## src/rtl/if_id_buffer_pkg.sv

```systemverilog
// Shared encodings and types for the IF/ID buffer: ROM op codes, stall levels,
// issue-tracker states and the {pc, inst} entry carried through the fetch FIFO.
package if_id_buffer_pkg;

    localparam int ADDR_W = 32;
    localparam int DATA_W = 32;

    localparam logic [DATA_W-1:0] NOP_INST = 32'h0000_0000;

    localparam logic RST_ENABLE  = 1'b0;
    localparam logic CHIP_ENABLE = 1'b1;
    localparam logic NO_STOP     = 1'b0;
    localparam logic STOP        = 1'b1;

    typedef enum logic [1:0] {
        PC_ROM_OP_NONE  = 2'b00,
        PC_ROM_OP_READ  = 2'b01,
        PC_ROM_OP_WRITE = 2'b10
    } rom_op_e;

    typedef enum logic [1:0] {
        ISSUE_NONE  = 2'd0,
        ISSUE_FETCH = 2'd1,
        ISSUE_LOAD  = 2'd2
    } issue_kind_e;

    typedef struct packed {
        logic [ADDR_W-1:0] pc;
        logic [DATA_W-1:0] inst;
    } fetch_entry_t;

    localparam fetch_entry_t BUBBLE = '{pc: '0, inst: NOP_INST};

endpackage

```

## src/rtl/if_id_buffer_if.sv

```systemverilog
// Bundle of the ROM-port, CTRL, ID-side and MEM-side signals around the IF/ID buffer.
interface if_id_buffer_if;
    import if_id_buffer_pkg::*;

    logic              flush;
    logic [5:0]        stall;
    logic [1:0]        rom_op_i;
    logic              ce_i;
    logic [ADDR_W-1:0] pc_i;
    logic [DATA_W-1:0] rom_data_i;
    logic [ADDR_W-1:0] id_pc_o;
    logic [DATA_W-1:0] id_inst_o;
    logic              id_valid_o;
    logic [DATA_W-1:0] mem_rdata_o;
    logic              mem_rdata_vld_o;
    logic              overflow_o;

    modport master (
        output flush, stall, rom_op_i, ce_i, pc_i, rom_data_i,
        input  id_pc_o, id_inst_o, id_valid_o, mem_rdata_o, mem_rdata_vld_o, overflow_o
    );

    modport slave (
        input  flush, stall, rom_op_i, ce_i, pc_i, rom_data_i,
        output id_pc_o, id_inst_o, id_valid_o, mem_rdata_o, mem_rdata_vld_o, overflow_o
    );

endinterface

```

## src/rtl/if_id_buffer_fetch_fifo.sv

```systemverilog
// Small synchronous FIFO of {pc, inst} entries; clear wins over push/pop,
// and a push into a full FIFO is only taken when a pop frees a slot that cycle.
module if_id_buffer_fetch_fifo
    import if_id_buffer_pkg::*;
#(
    parameter int DEPTH = 2
) (
    input  logic         clk,
    input  logic         rst,
    input  logic         clear,
    input  logic         push,
    input  logic         pop,
    input  fetch_entry_t wdata,
    output fetch_entry_t rdata,
    output logic         empty,
    output logic         full
);

    localparam int PTR_W = (DEPTH > 1) ? $clog2(DEPTH) : 1;
    localparam int CNT_W = $clog2(DEPTH) + 1;

    fetch_entry_t     mem_q [DEPTH];
    fetch_entry_t     mem_d [DEPTH];
    logic [PTR_W-1:0] wr_ptr_q, wr_ptr_d;
    logic [PTR_W-1:0] rd_ptr_q, rd_ptr_d;
    logic [CNT_W-1:0] count_q, count_d;
    logic             do_push;
    logic             do_pop;

    always_comb begin
        empty    = (count_q == '0);
        full     = (count_q == CNT_W'(DEPTH));
        do_pop   = pop && !empty;
        do_push  = push && (!full || do_pop);
        rdata    = mem_q[rd_ptr_q];
        mem_d    = mem_q;
        wr_ptr_d = wr_ptr_q;
        rd_ptr_d = rd_ptr_q;
        count_d  = count_q;
        if (clear) begin
            wr_ptr_d = '0;
            rd_ptr_d = '0;
            count_d  = '0;
        end else begin
            if (do_push) begin
                mem_d[wr_ptr_q] = wdata;
                wr_ptr_d        = wr_ptr_q + 1'b1;
            end
            if (do_pop) begin
                rd_ptr_d = rd_ptr_q + 1'b1;
            end
            // Simultaneous push and pop leaves the occupancy unchanged
            case ({do_push, do_pop})
                2'b10:   count_d = count_q + 1'b1;
                2'b01:   count_d = count_q - 1'b1;
                default: count_d = count_q;
            endcase
        end
    end

    always_ff @(posedge clk) begin
        if (rst == RST_ENABLE) begin
            wr_ptr_q <= '0;
            rd_ptr_q <= '0;
            count_q  <= '0;
            for (int i = 0; i < DEPTH; i++) begin
                mem_q[i] <= BUBBLE;
            end
        end else begin
            wr_ptr_q <= wr_ptr_d;
            rd_ptr_q <= rd_ptr_d;
            count_q  <= count_d;
            mem_q    <= mem_d;
        end
    end

endmodule

```

## src/rtl/if_id_buffer.sv

```systemverilog
// IF/ID stage: mirrors the fetch sequencer's issue decision, buffers fetched words,
// bypasses straight to ID when idle, and routes EX-initiated ROM reads to MEM.
module if_id_buffer
    import if_id_buffer_pkg::*;
#(
    parameter int DEPTH = 2
) (
    input  logic          clk,
    input  logic          rst,
    if_id_buffer_if.slave bus
);

    issue_kind_e  issue_kind_q, issue_kind_d;
    fetch_entry_t out_q, out_d;
    logic         valid_q, valid_d;
    logic         overflow_q, overflow_d;
    logic         push;
    logic         bypass;
    logic         fifo_push, fifo_pop, fifo_clear;
    logic         fifo_empty, fifo_full;
    fetch_entry_t fifo_rdata;
    fetch_entry_t fetch_word;
    logic         unused_stall;

    assign unused_stall = ^bus.stall[5:3];

    always_ff @(posedge clk) begin
        if (rst == RST_ENABLE) begin
            issue_kind_q <= ISSUE_NONE;
        end else begin
            issue_kind_q <= issue_kind_d;
        end
    end

    // A held PC re-presents the same address, so that cycle's word must not be pushed again
    always_comb begin
        issue_kind_d = ISSUE_NONE;
        if (bus.ce_i != CHIP_ENABLE) begin
            issue_kind_d = ISSUE_NONE;
        end else if (bus.flush) begin
            issue_kind_d = ISSUE_FETCH;
        end else if (bus.rom_op_i == PC_ROM_OP_READ) begin
            issue_kind_d = ISSUE_LOAD;
        end else if (bus.rom_op_i == PC_ROM_OP_WRITE) begin
            issue_kind_d = ISSUE_NONE;
        end else if (bus.stall[0] == NO_STOP) begin
            issue_kind_d = ISSUE_FETCH;
        end
    end

    always_comb begin
        push                = (issue_kind_q == ISSUE_FETCH) && !bus.flush;
        bus.mem_rdata_vld_o = (issue_kind_q == ISSUE_LOAD);
        bus.mem_rdata_o     = bus.rom_data_i;
    end

    always_comb begin
        fetch_word = '{pc: bus.pc_i, inst: bus.rom_data_i};
        out_d      = out_q;
        valid_d    = valid_q;
        fifo_clear = 1'b0;
        fifo_pop   = 1'b0;
        bypass     = 1'b0;
        if (bus.flush) begin
            fifo_clear = 1'b1;
            out_d      = BUBBLE;
            valid_d    = 1'b0;
        end else if (bus.stall[1] == STOP && bus.stall[2] == NO_STOP) begin
            out_d   = BUBBLE;
            valid_d = 1'b0;
        end else if (bus.stall[1] == STOP) begin
            out_d   = out_q;
            valid_d = valid_q;
        end else if (!fifo_empty) begin
            fifo_pop = 1'b1;
            out_d    = fifo_rdata;
            valid_d  = 1'b1;
        end else if (push) begin
            bypass  = 1'b1;
            out_d   = fetch_word;
            valid_d = 1'b1;
        end else begin
            out_d   = BUBBLE;
            valid_d = 1'b0;
        end
        fifo_push  = push && !bypass;
        overflow_d = overflow_q || (fifo_push && fifo_full && !fifo_pop);
    end

    always_ff @(posedge clk) begin
        if (rst == RST_ENABLE) begin
            out_q      <= BUBBLE;
            valid_q    <= 1'b0;
            overflow_q <= 1'b0;
        end else begin
            out_q      <= out_d;
            valid_q    <= valid_d;
            overflow_q <= overflow_d;
        end
    end

    assign bus.id_pc_o    = out_q.pc;
    assign bus.id_inst_o  = out_q.inst;
    assign bus.id_valid_o = valid_q;
    assign bus.overflow_o = overflow_q;

    if_id_buffer_fetch_fifo #(
        .DEPTH(DEPTH)
    ) u_fetch_fifo (
        .clk   (clk),
        .rst   (rst),
        .clear (fifo_clear),
        .push  (fifo_push),
        .pop   (fifo_pop),
        .wdata (fetch_word),
        .rdata (fifo_rdata),
        .empty (fifo_empty),
        .full  (fifo_full)
    );

endmodule
```

## src/flat_wrapper.sv

```systemverilog
// flat-port wrapper written by rule: the top's interface ports become plain ports
module if_id_buffer_flat import if_id_buffer_pkg::*;
#(
    parameter int DEPTH = 2
)
  (clk, rst, bus_flush, bus_stall, bus_rom_op_i, bus_ce_i, bus_pc_i, bus_rom_data_i, bus_id_pc_o, bus_id_inst_o, bus_id_valid_o, bus_mem_rdata_o, bus_mem_rdata_vld_o, bus_overflow_o);
  if_id_buffer_if bus_i ();
  input  logic clk;
  input  logic rst;
  input wire logic [$bits(bus_i.flush)-1:0] bus_flush;
  input wire logic [$bits(bus_i.stall)-1:0] bus_stall;
  input wire logic [$bits(bus_i.rom_op_i)-1:0] bus_rom_op_i;
  input wire logic [$bits(bus_i.ce_i)-1:0] bus_ce_i;
  input wire logic [$bits(bus_i.pc_i)-1:0] bus_pc_i;
  input wire logic [$bits(bus_i.rom_data_i)-1:0] bus_rom_data_i;
  output wire logic [$bits(bus_i.id_pc_o)-1:0] bus_id_pc_o;
  output wire logic [$bits(bus_i.id_inst_o)-1:0] bus_id_inst_o;
  output wire logic [$bits(bus_i.id_valid_o)-1:0] bus_id_valid_o;
  output wire logic [$bits(bus_i.mem_rdata_o)-1:0] bus_mem_rdata_o;
  output wire logic [$bits(bus_i.mem_rdata_vld_o)-1:0] bus_mem_rdata_vld_o;
  output wire logic [$bits(bus_i.overflow_o)-1:0] bus_overflow_o;
  assign bus_i.flush = bus_flush;
  assign bus_i.stall = bus_stall;
  assign bus_i.rom_op_i = bus_rom_op_i;
  assign bus_i.ce_i = bus_ce_i;
  assign bus_i.pc_i = bus_pc_i;
  assign bus_i.rom_data_i = bus_rom_data_i;
  assign bus_id_pc_o = bus_i.id_pc_o;
  assign bus_id_inst_o = bus_i.id_inst_o;
  assign bus_id_valid_o = bus_i.id_valid_o;
  assign bus_mem_rdata_o = bus_i.mem_rdata_o;
  assign bus_mem_rdata_vld_o = bus_i.mem_rdata_vld_o;
  assign bus_overflow_o = bus_i.overflow_o;
  if_id_buffer #(.DEPTH(DEPTH)) u_core (.clk(clk), .rst(rst), .bus(bus_i));
endmodule
```

## config.mk

```make
export PLATFORM = sky130hd
export DESIGN_NAME = if_id_buffer_flat
export DESIGN_NICKNAME = d
export VERILOG_FILES = /design/src/rtl/if_id_buffer_pkg.sv /design/src/rtl/if_id_buffer_if.sv /design/src/rtl/if_id_buffer_fetch_fifo.sv /design/src/rtl/if_id_buffer.sv /design/src/flat_wrapper.sv
export SDC_FILE = /design/constraint.sdc
export NUM_CORES = 1
export LEC_CHECK = 0
export ABC_AREA = 1
export BUFFER_PORTS_ARGS = -buffer_cell sky130_fd_sc_hd__buf_2
export CAP_MARGIN = 20
export CORE_MARGIN = 10
export CORE_UTILIZATION = 55
export DETAILED_ROUTE_END_ITERATION = 8
export PLACE_DENSITY = 0.8
export SYNTH_ARGS = -nofsm -noshare
export SYNTH_HDL_FRONTEND = slang
export SYNTH_SLANG_ARGS = --single-unit
```

## constraint.sdc

```tcl
create_clock -name clk -period 1.6 [get_ports clk]
set_input_delay 0.32 -clock clk [delete_from_list [all_inputs] [get_ports clk]]
set_output_delay 0.32 -clock clk [all_outputs]
set_load 0.005 [all_outputs]
```

==> impl_metrics.ini <==
[run_status]
run_status = finished clean

[yosys]
netlist-cell-type-count = 20
ys_top_cells_by_count = 443 x nand2_1, 268 x nor2_1, 200 x dfxtp_1, 140 x inv_1, 69 x o21ai_0
synthesis.yosys.warnings = 0
synthesis.nets = 1437
post-synth-top-count-cell = nand2_1
synthesis.area_per_instance_um2 = 6.544
synth_top_area_share_pct = 44.96
yosysSeqAreaShare_pct = 44.96
synth_top_flop_cell = dfxtp_1
synth-edff-count = 0
synth_top_cells_by_area = dfxtp_1 45%, nand2_1 19%, nor2_1 11%, inv_1 5.9%, o21ai_0 3.9%
synth_register_bits = 200
asyncSetResetFlopFracSynth_pct = 0
postSynthCellCount = 1361
yosys.area.top_type = dfxtp_1
cell_area_synth_mm2 = 0.008906

[hold_path]
timing.hold.worst.class = in -> reg

[grt]
grt_max_degree = 87
grt_first_pass_wirelength_um = 36980
grt_pass1_vias = 7846
tot_gr_track_use_pct = 20.18
grt_antenna_before_repair = 2
globalRoute.totalOverflow = 0

[die]
die_area_mm2 = 0.02168
pin_count = 175
fp.coreArea_mm2 = 0.01589
initial_utilization_pct = 56.06
die_width_um = 147.3
num_rows = 46
die-height_um = 147.3

[detailed_routing]
drtAntennaViolNets = 0
routedWlPerCell_um = 13.86
drtPass1Iterations = 5
drt_wl_total_um = 23760
drtIter0Drc = 579
drt-vias-per-instance = 4.980
drc_violation_count_after_routing = 0
via_count = 8541

[critical_path]
critical_path_class = reg -> reg
timing.critical_path.required_ns = 1.93
cp-startpoint = u_core.issue_kind_q[1]
crit_path_start_kind = register
rr_worst_depth = 10
rr_endpoint = u_core.u_fetch_fifo.mem_q[15]
critical_path.reg2reg.startpoint = u_core.issue_kind_q[1]
setup.reg_to_reg.worst_slack_ns = 0.05
end_kind = register
crit_path_max_fanout = 10
worst_ep_arrival_time_ns = 1.88
critPathCapture = u_core.u_fetch_fifo.mem_q[15]

[cts]
clockBufferDepth = 2
clkSinkCount = 200
skew_pair_late_insertion_delay_ns = 0.44
cts_inserted_buffers = 17
cts_htree_levels = 4
cts_root_buf = clkbuf_16
tritoncts = done
clk_pin_slew_worst_paths_ns = 0.07

[layout]
antenna_cells_inserted = 0
finish.cell_count_without_fillers = 1715
area_growth_syn_to_fin_pct = 22.17
finish.net_count = 1562
post_route_cells_drive_above_1_share_pct = 18.28

[pwr]
design_power_total_mw = 10.34
ir_drop_v = 0.0007387
power.share.switching_pct = 22.61
sequentialPowerShare_pct = 48.9
leakage_nw = 5.347
total_switching_power_mw = 2.336
combPwrFrac_pct = 6.0
power_report.internal_total_mw = 7.998
pwr_density_cell_mw_per_mm2 = 949.9
pwr-share-clk_pct = 45.1

[sta]
fin_worst_hold_slack_ns = 0.1325
final_critical_delay_including_setup_and_external_delays_ns = 1.552
rsz0062_at_grt = yes
report.final.setup_viol = 0
final.setup.tns_ns = 0
maxSlewHeadroom_pct = 68.53
highest_clock_rate_mhz = 644.3
worst_pin_slew_ns = 0.4721
slew_violations = 0
fin_crit_sh_pct = 97.00
finalHoldViolCount = 0
clock_skew_ns = 0.008060

[placed_design]
hpwl_um = 14880
buffers_added_on_ports = 171
dp_cells = 1673
globalplace.congestion = 0.8318

[job]
max_cap_viol_count = 0
[stage by stage]
stage / utilization, % / worst slack, ns / area [um2]
after floorplan: - / 0.1898 / 8906
after CTS: 66.66 / 0.01654 / 10590
final: 68.49 / 0.04802 / 10880
after detailed placement: 62.59 / -0.05624 / 9942
after global routing: 68.49 / -0.03277 / 10880
after global placement: 62.59 / -0.01202 / 9942
[worst min-delay path by stage]
stage | startpoint | endpoint | slack, ns | cells past startpoint
after floorplan | bus_flush | u_core.issue_kind_q[1] | 0.40 | 1
after global placement | u_core.bus.overflow_o | u_core.bus.overflow_o | 0.44 | 2
after detailed placement | u_core.bus.id_inst_o[1] | u_core.bus.id_inst_o[1] | 0.48 | 2
after CTS | bus_stall[0] | u_core.issue_kind_q[0] | 0.12 | 4
after global routing | bus_stall[0] | u_core.issue_kind_q[0] | 0.14 | 4
final | bus_stall[0] | u_core.issue_kind_q[0] | 0.13 | 4
[cells in the final DEF, fill, tap and decap left out, drive strengths merged]
master,count
nand2,445
or2,1
a31oi,27
clkbuf,27
nand3,6
nor2,269
bufinv,4
nand4,1
inv,145
clkinv,4
a41oi,1
nor3,1
o21ai,70
clkinvlp,2
buf,212
a22oi,34
dfxtp,200
a21oi,50
[cells by family (layout without fill, tap and decap cells)]
logic type / after synthesis / in the layout / share of synthesized area (%)
buf+inv: 256 / 394 / 12.67
flops: 200 / 200 / 44.96
compound gates: 182 / 182 / 11.60
simple gates: 723 / 723 / 30.77
[routing by layer]
metal | GRT usage (%) | part of all wire, %
met1 | 23.71 | 44
met2 | 34.81 | 48
met3 | 4.791 | 6.1
met4 | 7.681 | 2.0
met5 | 0 | 0.084
[timing repair]
action | 4_1_cts | 5_1_grt
resized for setup | 2 | 26
pin swaps | 0 | 3
hold endpoints to repair | 0 | 0
gates cloned | 0 | 7
hold buffers | 0 | 0
buffers inserted | 0 | 3
endpoints found under the setup margin | 19 | 119
[power by group through the flow]
stage / clock network [mW] / registers, mW / logic (mW)
5_1_grt: 4.92 / 5.05 / 0.691
6_report: 4.66 / 5.05 / 0.621
3_5_place_dp: 0 / 5.17 / 0.611
3_3_place_gp: 0 / 5.16 / 0.602
4_1_cts: 4.70 / 5.05 / 0.614
2_1_floorplan: 0 / 5.16 / 0.336
[state kept, by name, indices dropped and copies added (netlist names)]
name,flops
u_core.bus.id_pc_o,32
u_core.issue_kind_q,2
u_core.u_fetch_fifo.count_q,2
u_core.u_fetch_fifo.rd_ptr_q,1
u_core.bus.id_inst_o,32
u_core.u_fetch_fifo.wr_ptr_q,1
u_core.u_fetch_fifo.mem_q,128
u_core.bus.overflow_o,1
u_core.bus.id_valid_o,1
[critical path, cell delays in order, from the launching register on]
cell       delay [ns]
dfxtp_1          0.30
inv_1            0.07
nand2_2          0.08
inv_2            0.07
nand2_2          0.06
nor2_4           0.18
nand3_4          0.14
clkbuf_16        0.20
buf_6            0.15
nor2_1           0.12
nor2_1           0.07
[area by class of cell]
type | instances | area, um2
multi-input cells | 905 | 3872
fillers | 1333 | 5005
inverters | 144 | 543.0
clock inverters | 11 | 168.9
repair buffers | 218 | 1544
well taps | 216 | 270.3
clock buffers | 21 | 470.5
flip-flops and latches | 200 | 4011
(Power assumes the default switching activity.)
